## src/rtl/noc_page_server_if.sv

```systemverilog
// Request/reply/query/response bundle between the ant array and the page server.
// The master side is the ant array and the slave side is the server.
interface noc_page_server_if #(
    parameter int NUM_ANT = 4,
    parameter int WIDTH   = 32,
    parameter int PID_W   = 6
);
    logic [NUM_ANT*(PID_W+1)-1:0]       req;    // per ant: {page_id, valid}
    logic [NUM_ANT*WIDTH-1:0]           reply;  // per ant: value for the page on its query lane
    logic [NUM_ANT*PID_W-1:0]           query;  // per ant: page_id presented to that owner
    logic [NUM_ANT*(WIDTH+PID_W+1)-1:0] resp;   // per ant: {data, page_id, valid}

    modport master (output req, output reply, input query, input resp);
    modport slave  (input req, input reply, output query, output resp);
endinterface

```

## src/rtl/noc_page_server.sv

```systemverilog
// Page server for the PageRank ant array. It takes one {page_id,valid} request per ant,
// queries the owning ant, and returns the sampled value to the requester in round-robin order.
module noc_page_server #(
    parameter int NUM_ANT = 4,
    parameter int N       = 16,
    parameter int WIDTH   = 32,
    parameter int PID_W   = 6
) (
    input  logic                clk,
    input  logic                reset,
    noc_page_server_if.slave    bus,
    output logic                busy_o,
    output logic [15:0]         txn_count_o,
    output logic [7:0]          err_count_o
);
    localparam int REQ_W = PID_W + 1;
    localparam int RSP_W = WIDTH + PID_W + 1;
    localparam int IDX_W = (NUM_ANT > 1) ? $clog2(NUM_ANT) : 1;

    typedef enum logic [1:0] {
        IDLE  = 2'd0,
        QUERY = 2'd1,
        RESP  = 2'd2
    } state_e;

    state_e               state_q;
    logic                 busy_q;

    logic [NUM_ANT-1:0]   req_valid;
    logic [PID_W-1:0]     req_pid   [NUM_ANT];
    logic [WIDTH-1:0]     reply_arr [NUM_ANT];

    logic [NUM_ANT-1:0]   pending_q;
    logic [NUM_ANT-1:0]   armed_q;
    logic [PID_W-1:0]     pid_q     [NUM_ANT];

    logic [IDX_W-1:0]     rr_q;
    logic [IDX_W-1:0]     gnt_q;
    logic [IDX_W-1:0]     gnt_d;
    logic                 gnt_found;
    logic [IDX_W-1:0]     cand;
    logic [PID_W-1:0]     owner_d;
    logic                 owner_ok;
    logic [IDX_W-1:0]     own_q;
    logic                 err_q;
    logic [WIDTH-1:0]     data_q;

    logic [PID_W-1:0]     query_q    [NUM_ANT];
    logic [WIDTH-1:0]     rsp_data_q [NUM_ANT];
    logic [PID_W-1:0]     rsp_pid_q  [NUM_ANT];
    logic [NUM_ANT-1:0]   rsp_valid_q;

    logic [15:0]          txn_q;
    logic [7:0]           err_cnt_q;

    // Flat interface vectors <-> per-port views.
    for (genvar k = 0; k < NUM_ANT; k++) begin : g_port
        assign req_valid[k] = bus.req[k*REQ_W];
        assign req_pid[k]   = bus.req[k*REQ_W+1 +: PID_W];
        assign reply_arr[k] = bus.reply[k*WIDTH +: WIDTH];
        assign bus.query[k*PID_W +: PID_W] = query_q[k];
        assign bus.resp[k*RSP_W +: RSP_W]  = {rsp_data_q[k], rsp_pid_q[k], rsp_valid_q[k]};
    end

    // Round-robin search: first pending port strictly after the last grant, wrapping.
    // NOTE: every variable assigned in always_comb gets a default first, so no path leaves it
    // unassigned and no latch is inferred.
    always_comb begin
        gnt_found = 1'b0;
        gnt_d     = rr_q;
        cand      = '0;
        for (int i = 1; i <= NUM_ANT; i++) begin
            cand = IDX_W'((int'(rr_q) + i) % NUM_ANT);
            if (!gnt_found && pending_q[cand]) begin
                gnt_found = 1'b1;
                gnt_d     = cand;
            end
        end
    end

    assign owner_d  = pid_q[gnt_d] / PID_W'(N);
    assign owner_ok = owner_d < PID_W'(NUM_ANT);

    // NOTE: sequential state is written only with non-blocking assignments so every register
    // samples the pre-edge values of the others, regardless of statement order.
    always_ff @(posedge clk or posedge reset) begin
        if (reset) begin
            state_q     <= IDLE;
            busy_q      <= 1'b0;
            rr_q        <= IDX_W'(NUM_ANT - 1);
            gnt_q       <= '0;
            own_q       <= '0;
            err_q       <= 1'b0;
            data_q      <= '0;
            pending_q   <= '0;
            armed_q     <= '1;
            rsp_valid_q <= '0;
            txn_q       <= '0;
            err_cnt_q   <= '0;
            // NOTE: these arrays are a handful of flops with defined reset values, not a RAM,
            // so resetting them in full is intended and cheap.
            for (int k = 0; k < NUM_ANT; k++) begin
                pid_q[k]      <= '0;
                query_q[k]    <= '0;
                rsp_data_q[k] <= '0;
                rsp_pid_q[k]  <= '0;
            end
        end else begin
            rsp_valid_q <= '0;

            // Capture: a held valid is served once. Dropping valid, or changing page_id while
            // idle (the ant's timeout retry), re-arms the port.
            for (int k = 0; k < NUM_ANT; k++) begin
                if (!req_valid[k] || (!pending_q[k] && (req_pid[k] != pid_q[k]))) begin
                    armed_q[k] <= 1'b1;
                end
                if (armed_q[k] && req_valid[k] && !pending_q[k]) begin
                    pending_q[k] <= 1'b1;
                    armed_q[k]   <= 1'b0;
                    pid_q[k]     <= req_pid[k];
                end
            end

            unique case (state_q)
                IDLE: begin
                    if (gnt_found) begin
                        rr_q    <= gnt_d;
                        gnt_q   <= gnt_d;
                        own_q   <= IDX_W'(owner_d);
                        err_q   <= !owner_ok;
                        if (owner_ok) begin
                            query_q[IDX_W'(owner_d)] <= pid_q[gnt_d];
                        end
                        state_q <= QUERY;
                        busy_q  <= 1'b1;
                    end
                end
                QUERY: begin
                    data_q  <= err_q ? '0 : reply_arr[own_q];
                    state_q <= RESP;
                end
                RESP: begin
                    rsp_data_q[gnt_q]  <= data_q;
                    rsp_pid_q[gnt_q]   <= pid_q[gnt_q];
                    rsp_valid_q[gnt_q] <= 1'b1;
                    pending_q[gnt_q]   <= 1'b0;
                    txn_q              <= txn_q + 16'd1;
                    if (err_q && (err_cnt_q != 8'hFF)) begin
                        err_cnt_q <= err_cnt_q + 8'd1;
                    end
                    state_q <= IDLE;
                    busy_q  <= 1'b0;
                end
                default: begin
                    state_q <= IDLE;
                    busy_q  <= 1'b0;
                end
            endcase
        end
    end

    assign busy_o      = busy_q;
    assign txn_count_o = txn_q;
    assign err_count_o = err_cnt_q;
endmodule

```

## src/flat_wrapper.sv

```systemverilog
// flat-port wrapper written by rule: the top's interface ports become plain ports
module noc_page_server_flat 
#(
    parameter int NUM_ANT = 4,
    parameter int N       = 16,
    parameter int WIDTH   = 32,
    parameter int PID_W   = 6
)
  (clk, reset, busy_o, txn_count_o, err_count_o, bus_req, bus_reply, bus_query, bus_resp);
  noc_page_server_if #(.NUM_ANT(NUM_ANT), .WIDTH(WIDTH), .PID_W(PID_W)) bus_i ();
  input  logic clk;
  input  logic reset;
  output logic busy_o;
  output logic [15:0] txn_count_o;
  output logic [7:0] err_count_o;
  input wire logic [$bits(bus_i.req)-1:0] bus_req;
  input wire logic [$bits(bus_i.reply)-1:0] bus_reply;
  output wire logic [$bits(bus_i.query)-1:0] bus_query;
  output wire logic [$bits(bus_i.resp)-1:0] bus_resp;
  assign bus_i.req = bus_req;
  assign bus_i.reply = bus_reply;
  assign bus_query = bus_i.query;
  assign bus_resp = bus_i.resp;
  noc_page_server #(.NUM_ANT(NUM_ANT), .N(N), .WIDTH(WIDTH), .PID_W(PID_W)) u_core (.clk(clk), .reset(reset), .bus(bus_i), .busy_o(busy_o), .txn_count_o(txn_count_o), .err_count_o(err_count_o));
endmodule
```

## config.mk

```make
export PLATFORM = sky130hd
export DESIGN_NAME = noc_page_server_flat
export DESIGN_NICKNAME = d
export VERILOG_FILES = /design/src/rtl/noc_page_server_if.sv /design/src/rtl/noc_page_server.sv /design/src/flat_wrapper.sv
export SDC_FILE = /design/constraint.sdc
export NUM_CORES = 1
export LEC_CHECK = 0
export CORE_MARGIN = 2
export CORE_UTILIZATION = 50
export DETAILED_ROUTE_END_ITERATION = 8
export PLACE_DENSITY = 0.85
export SLEW_MARGIN = 20
export SYNTH_ARGS = -nofsm -noshare
export SYNTH_HDL_FRONTEND = slang
export SYNTH_SLANG_ARGS = --single-unit
```

## constraint.sdc

```tcl
create_clock -name clk -period 31.8 [get_ports clk]
set_input_delay 9.54 -clock clk [delete_from_list [all_inputs] [get_ports clk]]
set_output_delay 9.54 -clock clk [all_outputs]
set_load 0.1 [all_outputs]
```

-- Word level (Yosys, flattened, before mapping)
Index checks and enable logic that the tools add are counted.
- flip-flop bits (word level): 278
- word-level logic and storage cells: 164
- latch bits: 0
- RAM bits: 0
- ROM bits: 0
- memories: 0
- output and inout bits: 205
- bits of input ports: 158
- order comparisons: 13
- reduce and logical (&&, ||, !) cells: 44
- equality and inequality tests: 8
- shift operators: 0
- add/sub/neg operators: 6
- multiplexer cells: 55
- bitwise operators: 7
- div/mod/pow operators: 0
- multipliers: 0
- operator list (operator ; count):
    $bwmux W128 ; 1
    $mux W32 ; 4
    $bmux W32 S2 ; 1
    $demux W32 S2 ; 1
    $bwmux W24 ; 2
    $mux W6 ; 6
    $bmux W6 S2 ; 2
    $demux W6 S2 ; 2
    $ne A6 B6 Y1 ; 4
    $mux W1 ; 22
    $logic_and A1 B1 Y1 ; 19
    $lt A2 B3 Y1 const B ; 6
    $add A16 B1 Y16 const B ; 1
    $ge A3 B3 Y1 const B ; 4
    $logic_not A1 Y1 ; 12
    $not A2 Y3 ; 4
    $mux W2 ; 5
    $add A8 B1 Y8 const B ; 1
    $bmux W1 S2 ; 4
    $mux W4 ; 2
    $ne A8 B8 Y1 const B ; 1
    $reduce_bool A2 Y1 ; 4
    $lt A3 B1 Y1 const B ; 2
    $reduce_and A2 Y1 ; 3
    other kinds (15) ; 20

-- Logic depth before layout (Yosys ltp)
Gate-level depths: netlist (run 1).
- depth after elaboration: 23
- mapped depth: 8
- gate-level depth less buffers: 7

-- Least setup slack after synthesis (run 1)
OpenSTA, ideal clock, no wires.
- path type: flip-flop to output port
- start: register u_core.txn_q[7], in the netlist u_core.txn_count_o[7]
- end: output port txn_count_o[7]
- data required time: 22.260 ns
- stages on the path, launching flop included: 1
- data arrival time: 0.963 ns
- slack: 21.297 ns
- path through: dfrtp_1
- RTL lines (what ; RTL line ; source):
    start, declared ; noc_page_server.sv:53 ; logic [15:0] txn_q;
    start signal, assigned ; noc_page_server.sv:147 ; txn_q <= txn_q + 16'd1;
    end, declared ; flat_wrapper.sv:14 ; output logic [15:0] txn_count_o;
No word-level cell between the ends.

-- Worst setup path in the final report (run 1)
- start: register u_core.txn_q[7], in the netlist u_core.txn_count_o[7]
- end: output port txn_count_o[7]
No word-level cell between the ends.

==> qor.yml, run 1 <==
min-delay-start: "u_core.bus.query[17]$_DFFE_PP0P_"
cp_slowest_stage_delay_ns: 1.17
crit_chain: "clkdlybuf4s50_1"
cts_tree: "yes"
start_util: 0.508
post-route-period-util: 0.367
fillers: 1545
num-nets-final: 1341
ys.flop_type: "dfrtp_1"
vias_per_cell: 5.35
worstHoldPathType: "reg -> reg"
dr.first_iter.drc_count: 362
cpLargestDelayFamily: "buffers and inverters"
netlist_instances: 826
rsz0062_at_grt: "no"
grt_max_degree: 120
cts_max_path_buffers: 3
fp.dieArea_sq_um: 24200
seqCellArea_sq_um: 6740
finalCriticalPeriod_ns: 11.68
fin_ws_ns: 20.12
dp_hpwl_um: 22700
holdPathStages: 1
relSlewSlack: 0.295
core_sq_um: 22600
cts_resized: 0
finClkSkew_ns: 0.0102
grt-ovfl-total: 0
path_buf_inv: 1
tns_ns: 0
antenna_found_initial: 2
layout_commonest_cell: "clkdlybuf4s50_1"
yosys_warnings: 0
die-width_um: 156
first_pass_iters: 4
regToRegStartpoint: "u_core.rr_q[0]$_DFFE_PP1P_"
cts_sinks: 269
use_met2: 0.446
place_ws_ns: 20.06
gp_congestion: 0.822
drc: 0
final_layout_size_suffix_gt1_frac: 0.249
worstPathArrival_ns: 2.14
regToRegEndpoint: "u_core.bus.query[2]$_DFFE_PP0P_"
hold-path-endpoint: "u_core.bus.query[17]$_DFFE_PP0P_"
grt_pass1_wl_um: 48000
finalSetupViolCount: 0
cts_setup_buffers: 0
path_clk_slew_ns: 0.06
cts_buffers: 28
area_growth_pct: 41.4
ff2ff_path_depth: 6
cts-hold-fix-buffers: 0
cap_violations: 0
grt_use_met3: 0.0588
worstSetupPathType: "reg -> out"
maxSlewViolCount: 0
hold_violations: 0
fmax_ghz: 0.0856
grtUsageTotal: 0.258
required_ns: 22.26
syn_area_sq_um: 11500
finalHoldWorstSlack_ns: 0.467
avgSynthCellArea_sq_um: 13.9
synth_cell_type_count: 50
vias: 7977
clk_latency_ns: 0.53
fp.dieH_um: 156
cpMaxStageDelayCell: "clkdlybuf4s50_1"
num_rows: 55
layout_common_cells: "354 x clkdlybuf4s50_1, 261 x dfrtp_1, 186 x mux2_2, 133 x nand2_1, 32 x mux4_2"
wirelength_um: 31500
busiest_layer: "met2"
ys_ff_latch: 269
cts_max_level: 1
gr-usage-met1: 0.326
synth-edff-count: 0
ys_seq_area_frac: 0.587
run_status: "complete, no violations"
r2r_slack_ns: 29.03
cts_root_buffer: "clkbuf_16"
multi_input_area_sq_um: 4560
critPathMaxFanout: 6
ant_nets: 0
start_kind: "flop"
crit_path_end_kind: "output pin"
wl_per_cell_um: 21.2
worst-slew-pin-transition_ns: 1.05
async_flop_share: 1.00
io_pins: 363
grt_pass1_vias: 8448
port_buffers: 354
-- synth_stat cells, types with 3 or more instances --
library cell	number	area (sq um)
dfrtp_1	263	6580
mux2_2	186	2090
nand2_1	133	499
mux4_2	32	721
clkbuf_1	25	93.8
xnor2_1	20	175
xor2_1	19	166
nor2_1	17	63.8
a21oi_1	12	60.1
buf_4	11	82.6
mux2i_1	8	80.1
nand2b_1	8	50.1
nor2b_1	7	43.8
a21o_1	6	45.0
dfstp_2	6	158
inv_1	6	22.5
buf_1	5	18.8
nand3b_1	5	37.5
a211oi_1	4	30.0
a311oi_1	4	35.0
nand3_1	4	20.0
nand4_1	4	25.0
nor4_1	4	25.0
and2_1	3	18.8
buf_2	3	15.0
nor3_1	3	15.0
-- worst max path at each step --
stage / startpoint / endpoint / slack (ns) / cells past startpoint
after floorplan: reset / u_core.bus.query[0]$_DFFE_PP0P_ / 14.86 / 1
after global placement: reset / u_core.bus.resp[101]$_DFFE_PP0P_ / 20.10 / 3
after detailed placement: reset / u_core.own_q[0]$_DFFE_PP0P_ / 20.06 / 3
after CTS: u_core.txn_count_o[7]$_DFFE_PP0P_ / txn_count_o[7] / 20.10 / 1
after global routing: u_core.txn_count_o[3]$_DFFE_PP0P_ / txn_count_o[3] / 20.07 / 1
final: u_core.txn_count_o[7]$_DFFE_PP0P_ / txn_count_o[7] / 20.12 / 1
-- layer usage --
layer	up-vias	wire length, um	share of wire
li1	3592	-	-
met1	4038	12600	0.40
met2	302	15800	0.50
met3	45	2370	0.075
met4	0	816	0.026
met5	-	0	0
-- cell families (layout without fill, tap and decap cells) --
logic type	count (synthesis)	in the layout	share of synthesized area
XOR/XNOR	39	39	0.0298
adder cells (fa/ha/maj)	1	1	0.00109
other	1	10	0.000327
buffers and inverters	51	421	0.0207
multiplexers	228	228	0.256
AND/OR/NAND/NOR	201	201	0.0815
flip-flops	269	269	0.587
AO/OA/AOI/OAI	36	36	0.0239
-- state kept, by name, summed over array words and instances, names as in the netlist --
register / count
u_core.armed_q: 4
u_core.bus.query: 24
u_core.bus.resp: 152
u_core.busy_o: 1
u_core.data_q: 32
u_core.gnt_q: 2
u_core.own_q: 2
u_core.pending_q: 4
u_core.pid_q: 24
u_core.rr_q: 2
u_core.rsp_valid_q: 4
u_core.state_q: 2
u_core.txn_count_o: 16
-- final cells by class --
cell class,count,share of cell area
Clock inverter,8,0.00401
Inverter,6,0.00185
Sequential cell,269,0.415
Multi-Input combinational cell,513,0.281
Timing Repair Buffer,364,0.224
Antenna cell,2,0.000308
Clock buffer,43,0.0516
Tap cell,285,0.0220
-- through the flow --
stage | cells | cell area [sq um] | utilization
after global routing | 1490 | 16200 | 0.719
after floorplan | 833 | 11500 | -
final | 1490 | 16200 | 0.719
after global placement | 1436 | 15300 | 0.678
after CTS | 1487 | 16200 | 0.718
after detailed placement | 1436 | 15300 | 0.678
Power of run 1 is left out: the tool's default activity adds up to more than one toggle a clock period on the data nets, which glitch-free logic cannot reach.
==> run 2, diff against run 1 <==
--- a/config.mk
+++ b/config.mk
@@ -6,9 +6,9 @@
 export NUM_CORES = 1
 export LEC_CHECK = 0
 export CORE_MARGIN = 2
-export CORE_UTILIZATION = 50
+export CORE_UTILIZATION = 42
 export DETAILED_ROUTE_END_ITERATION = 8
-export PLACE_DENSITY = 0.85
+export PLACE_DENSITY = 0.76
 export SLEW_MARGIN = 20
 export SYNTH_ARGS = -nofsm -noshare
 export SYNTH_HDL_FRONTEND = slang
==> constraint.sdc (replaced) <==
create_clock -name clk -period 9.4 [get_ports clk]
set_input_delay 2.82 -clock clk [delete_from_list [all_inputs] [get_ports clk]]
set_output_delay 2.82 -clock clk [all_outputs]
set_load 0.1 [all_outputs]
==> qor.yml, run 2 (same netlist as run 1, synthesis figures left out) <==
fillers: 2157
fmax_ghz: 0.201
antenna_found_initial: 0
cts_setup_buffers: 0
wl_per_cell_um: 20.0
cpMaxStageDelayCell: "clkdlybuf4s50_1"
seqCellArea_sq_um: 6740
cts_max_level: 1
start_kind: "flop"
largest_reg_flops: 152
num-nets-final: 1340
run_status: "complete, no violations"
area_growth_pct: 42.4
cts_buffers: 28
dp_hpwl_um: 21400
cp_slowest_stage_delay_ns: 1.18
place_ws_ns: 4.41
layout_commonest_cell: "clkdlybuf4s50_1"
finalCriticalPeriod_ns: 4.98
tns_ns: 0
vias_per_cell: 5.07
wirelength_um: 30900
cts_tree: "yes"
vias: 7824
first_pass_iters: 5
path_buf_inv: 1
fp.dieH_um: 169
grt_pass1_wl_um: 47500
relSlewSlack: 0.277
clk_latency_ns: 0.53
gp_congestion: 0.776
finalSetupViolCount: 0
core_sq_um: 26900
finalHoldWorstSlack_ns: 0.472
diodes: 0
cpLargestDelayFamily: "buffers and inverters"
critPathMaxFanout: 6
path_clk_slew_ns: 0.06
required_ns: 6.58
crit_path_end_kind: "output pin"
drc: 0
maxSlewViolCount: 0
cts-hold-fix-buffers: 0
start_util: 0.427
grt-ovfl-total: 0
cap_violations: 0
final_layout_size_suffix_gt1_frac: 0.249
io_pins: 363
multi_input_area_sq_um: 4570
worst-slew-pin-transition_ns: 1.08
dr.first_iter.drc_count: 440
layout_common_cells: "354 x clkdlybuf4s50_1, 261 x dfrtp_1, 186 x mux2_2, 133 x nand2_1, 32 x mux4_2"
finClkSkew_ns: 0.00948
rsz0062_at_grt: "no"
worstPathArrival_ns: 2.16
hold_violations: 0
port_buffers: 354
worstSetupPathType: "reg -> out"
cts_sinks: 269
cts_resized: 0
grt_max_degree: 136
grtUsageTotal: 0.213
crit_chain: "clkdlybuf4s50_1"
fin_ws_ns: 4.42
ant_nets: 0
post-route-period-util: 0.530
cts_root_buffer: "clkbuf_16"
grt_pass1_vias: 8348
die-width_um: 169
fp.dieArea_sq_um: 28700
num_rows: 60
worstHoldPathType: "reg -> reg"
cts_max_path_buffers: 3
-- run 2: cell type report --
| type | instances | area share |
|---|---|---|
| Sequential cell | 269 | 0.413 |
| Inverter | 6 | 0.00161 |
| Multi-Input combinational cell | 513 | 0.280 |
| Tap cell | 341 | 0.0261 |
| Clock inverter | 8 | 0.00705 |
| Clock buffer | 43 | 0.0513 |
| Timing Repair Buffer | 363 | 0.222 |
-- run 2: metrics by stage --
step,utilization,cells,area [sq um]
after global routing,0.608,1543,16300
after detailed placement,0.572,1492,15400
after CTS,0.608,1543,16300
final,0.608,1543,16300
after global placement,0.572,1492,15400
after floorplan,-,833,11500
-- run 2: metal layers --
metal / share of wire / vias to the layer above / track usage
li1: - / 3578 / -
met1: 0.41 / 3958 / 0.272
met2: 0.51 / 259 / 0.379
met3: 0.069 / 29 / 0.0497
met4: 0.010 / 0 / 0.0312
met5: 0 / - / 0
-- run 2: worst paths after layout --
kind / from / endpoint / slack, ns / cells after the start
worst max register to register: u_core.rr_q[0]$_DFFE_PP1P_ / u_core.bus.query[3]$_DFFE_PP0P_ / 6.66 / 6
max in group asynchronous: reset / u_core.data_q[8]$_DFFE_PP0N_ / 5.05 / 4
worst max-delay path: u_core.txn_count_o[7]$_DFFE_PP0P_ / txn_count_o[7] / 4.42 / 1
worst min register to register: u_core.bus.query[23]$_DFFE_PP0P_ / u_core.bus.query[23]$_DFFE_PP0P_ / 0.47 / 1
min in group asynchronous: reset / u_core.txn_count_o[6]$_DFFE_PP0P_ / 2.88 / 3
worst min-delay path: u_core.bus.query[23]$_DFFE_PP0P_ / u_core.bus.query[23]$_DFFE_PP0P_ / 0.47 / 1
Power of run 2 is left out for the same reason.
==> run 3, diff against run 2 <==
==> constraint.sdc (replaced) <==
create_clock -name clk -period 4.5 [get_ports clk]
set_input_delay 1.35 -clock clk [delete_from_list [all_inputs] [get_ports clk]]
set_output_delay 1.35 -clock clk [all_outputs]
set_load 0.1 [all_outputs]
==> qor.yml, run 3 (same netlist as run 1, synthesis figures left out) <==
run_status: "complete, no violations"
die-width_um: 169
worstPathArrival_ns: 2.14
post-route-period-util: 0.776
num_rows: 60
vias: 7907
antenna_found_initial: 0
final_cell_area_sq_um: 16400
cts_setup_buffers: 0
port_buffers: 354
finClkSkew_ns: 0.00859
start_kind: "flop"
final_layout_size_suffix_gt1_frac: 0.253
fp.dieArea_sq_um: 28700
worstHoldPathType: "reg -> reg"
fp.dieH_um: 169
clk_latency_ns: 0.53
crit_chain: "clkdlybuf4s50_1"
grtUsageTotal: 0.212
finalSetupViolCount: 0
drc: 0
io_pins: 363
vias_per_cell: 5.12
grt-ovfl-total: 0
path_clk_slew_ns: 0.06
ant_nets: 0
layout_commonest_cell: "clkdlybuf4s50_1"
critPathMaxFanout: 6
cts_max_path_buffers: 3
wirelength_um: 30500
place_area_sq_um: 15400
cts-hold-fix-buffers: 0
layout_common_cells: "354 x clkdlybuf4s50_1, 261 x dfrtp_1, 186 x mux2_2, 133 x nand2_1, 32 x mux4_2"
fmax_ghz: 0.286
grt_max_degree: 116
core_sq_um: 26900
finalCriticalPeriod_ns: 3.49
grt_pass1_wl_um: 47600
cts_max_level: 1
cpLargestDelayFamily: "buffers and inverters"
r2r_slack_ns: 1.78
required_ns: 3.15
cts_tree: "yes"
cap_violations: 0
worst-slew-pin-transition_ns: 1.08
path_buf_inv: 1
gp_congestion: 0.809
place_ws_ns: 1.56
maxSlewViolCount: 0
dp_hpwl_um: 21500
cts_resized: 0
grt_pass1_vias: 8350
rsz0062_at_grt: "no"
largest_reg_flops: 152
cts_buffers: 28
hold_violations: 0
num-nets-final: 1341
cp_slowest_stage_delay_ns: 1.18
first_pass_iters: 4
diodes: 0
crit_path_end_kind: "output pin"
cts_root_buffer: "clkbuf_16"
finish.utilization: 0.611
area_growth_pct: 43.0
worstSetupPathType: "reg -> out"
relSlewSlack: 0.281
cpMaxStageDelayCell: "clkdlybuf4s50_1"
cts_sinks: 269
dr.first_iter.drc_count: 411
wl_per_cell_um: 19.8
fin_ws_ns: 1.01
start_util: 0.427
[run 3: metrics by stage]
| step | TNS (ns) | std cells | hold WS [ns] |
|---|---|---|---|
| final | 0 | 1545 | 0.466 |
| after global routing | 0 | 1545 | 0.490 |
| after CTS | 0 | 1545 | 0.471 |
| after detailed placement | 0 | 1493 | 0.455 |
| after global placement | 0 | 1493 | 0.451 |
| after floorplan | -104.82 | 833 | 0.484 |
[run 3: worst paths after layout]
path | depth (start not counted) | endpoint | startpoint
setup reg to reg | 6 | u_core.bus.query[2]$_DFFE_PP0P_ | u_core.rr_q[0]$_DFFE_PP1P_
max in group asynchronous | 3 | u_core.bus.resp[38]$_DFFE_PP0P_ | reset
setup / recovery | 1 | txn_count_o[7] | u_core.txn_count_o[7]$_DFFE_PP0P_
hold reg to reg | 1 | u_core.bus.query[23]$_DFFE_PP0P_ | u_core.bus.query[23]$_DFFE_PP0P_
min in group asynchronous | 2 | u_core.txn_count_o[0]$_DFFE_PP0P_ | reset
hold / removal | 1 | u_core.bus.query[23]$_DFFE_PP0P_ | u_core.bus.query[23]$_DFFE_PP0P_
[run 3: worst reg2reg max path, cell delays in order (launching register included)]
cell and delay [ns]:
dfstp_2 0.57, or2b_1 0.27, a31oi_4 0.51, mux2i_1 0.49, mux2i_4 0.18, nor2_4 0.23, mux2_2 0.36
[run 3: routing by layer]
metal | global-route usage | vias up | share of wire
li1 | - | 3601 | -
met1 | 0.275 | 3991 | 0.42
met2 | 0.365 | 275 | 0.49
met3 | 0.0522 | 40 | 0.073
met4 | 0.0431 | 0 | 0.017
met5 | 0 | - | 0
[run 3: layout make-up]
type / instances / area [sq um]
fillers: 2116 / 10500
flip-flops and latches: 269 / 6740
multi-input cells: 513 / 4560
repair buffers: 364 / 3640
clock buffers: 45 / 906
well taps: 341 / 427
clock inverters: 7 / 115
inverters: 6 / 26.3
Power of run 3 is left out for the same reason.
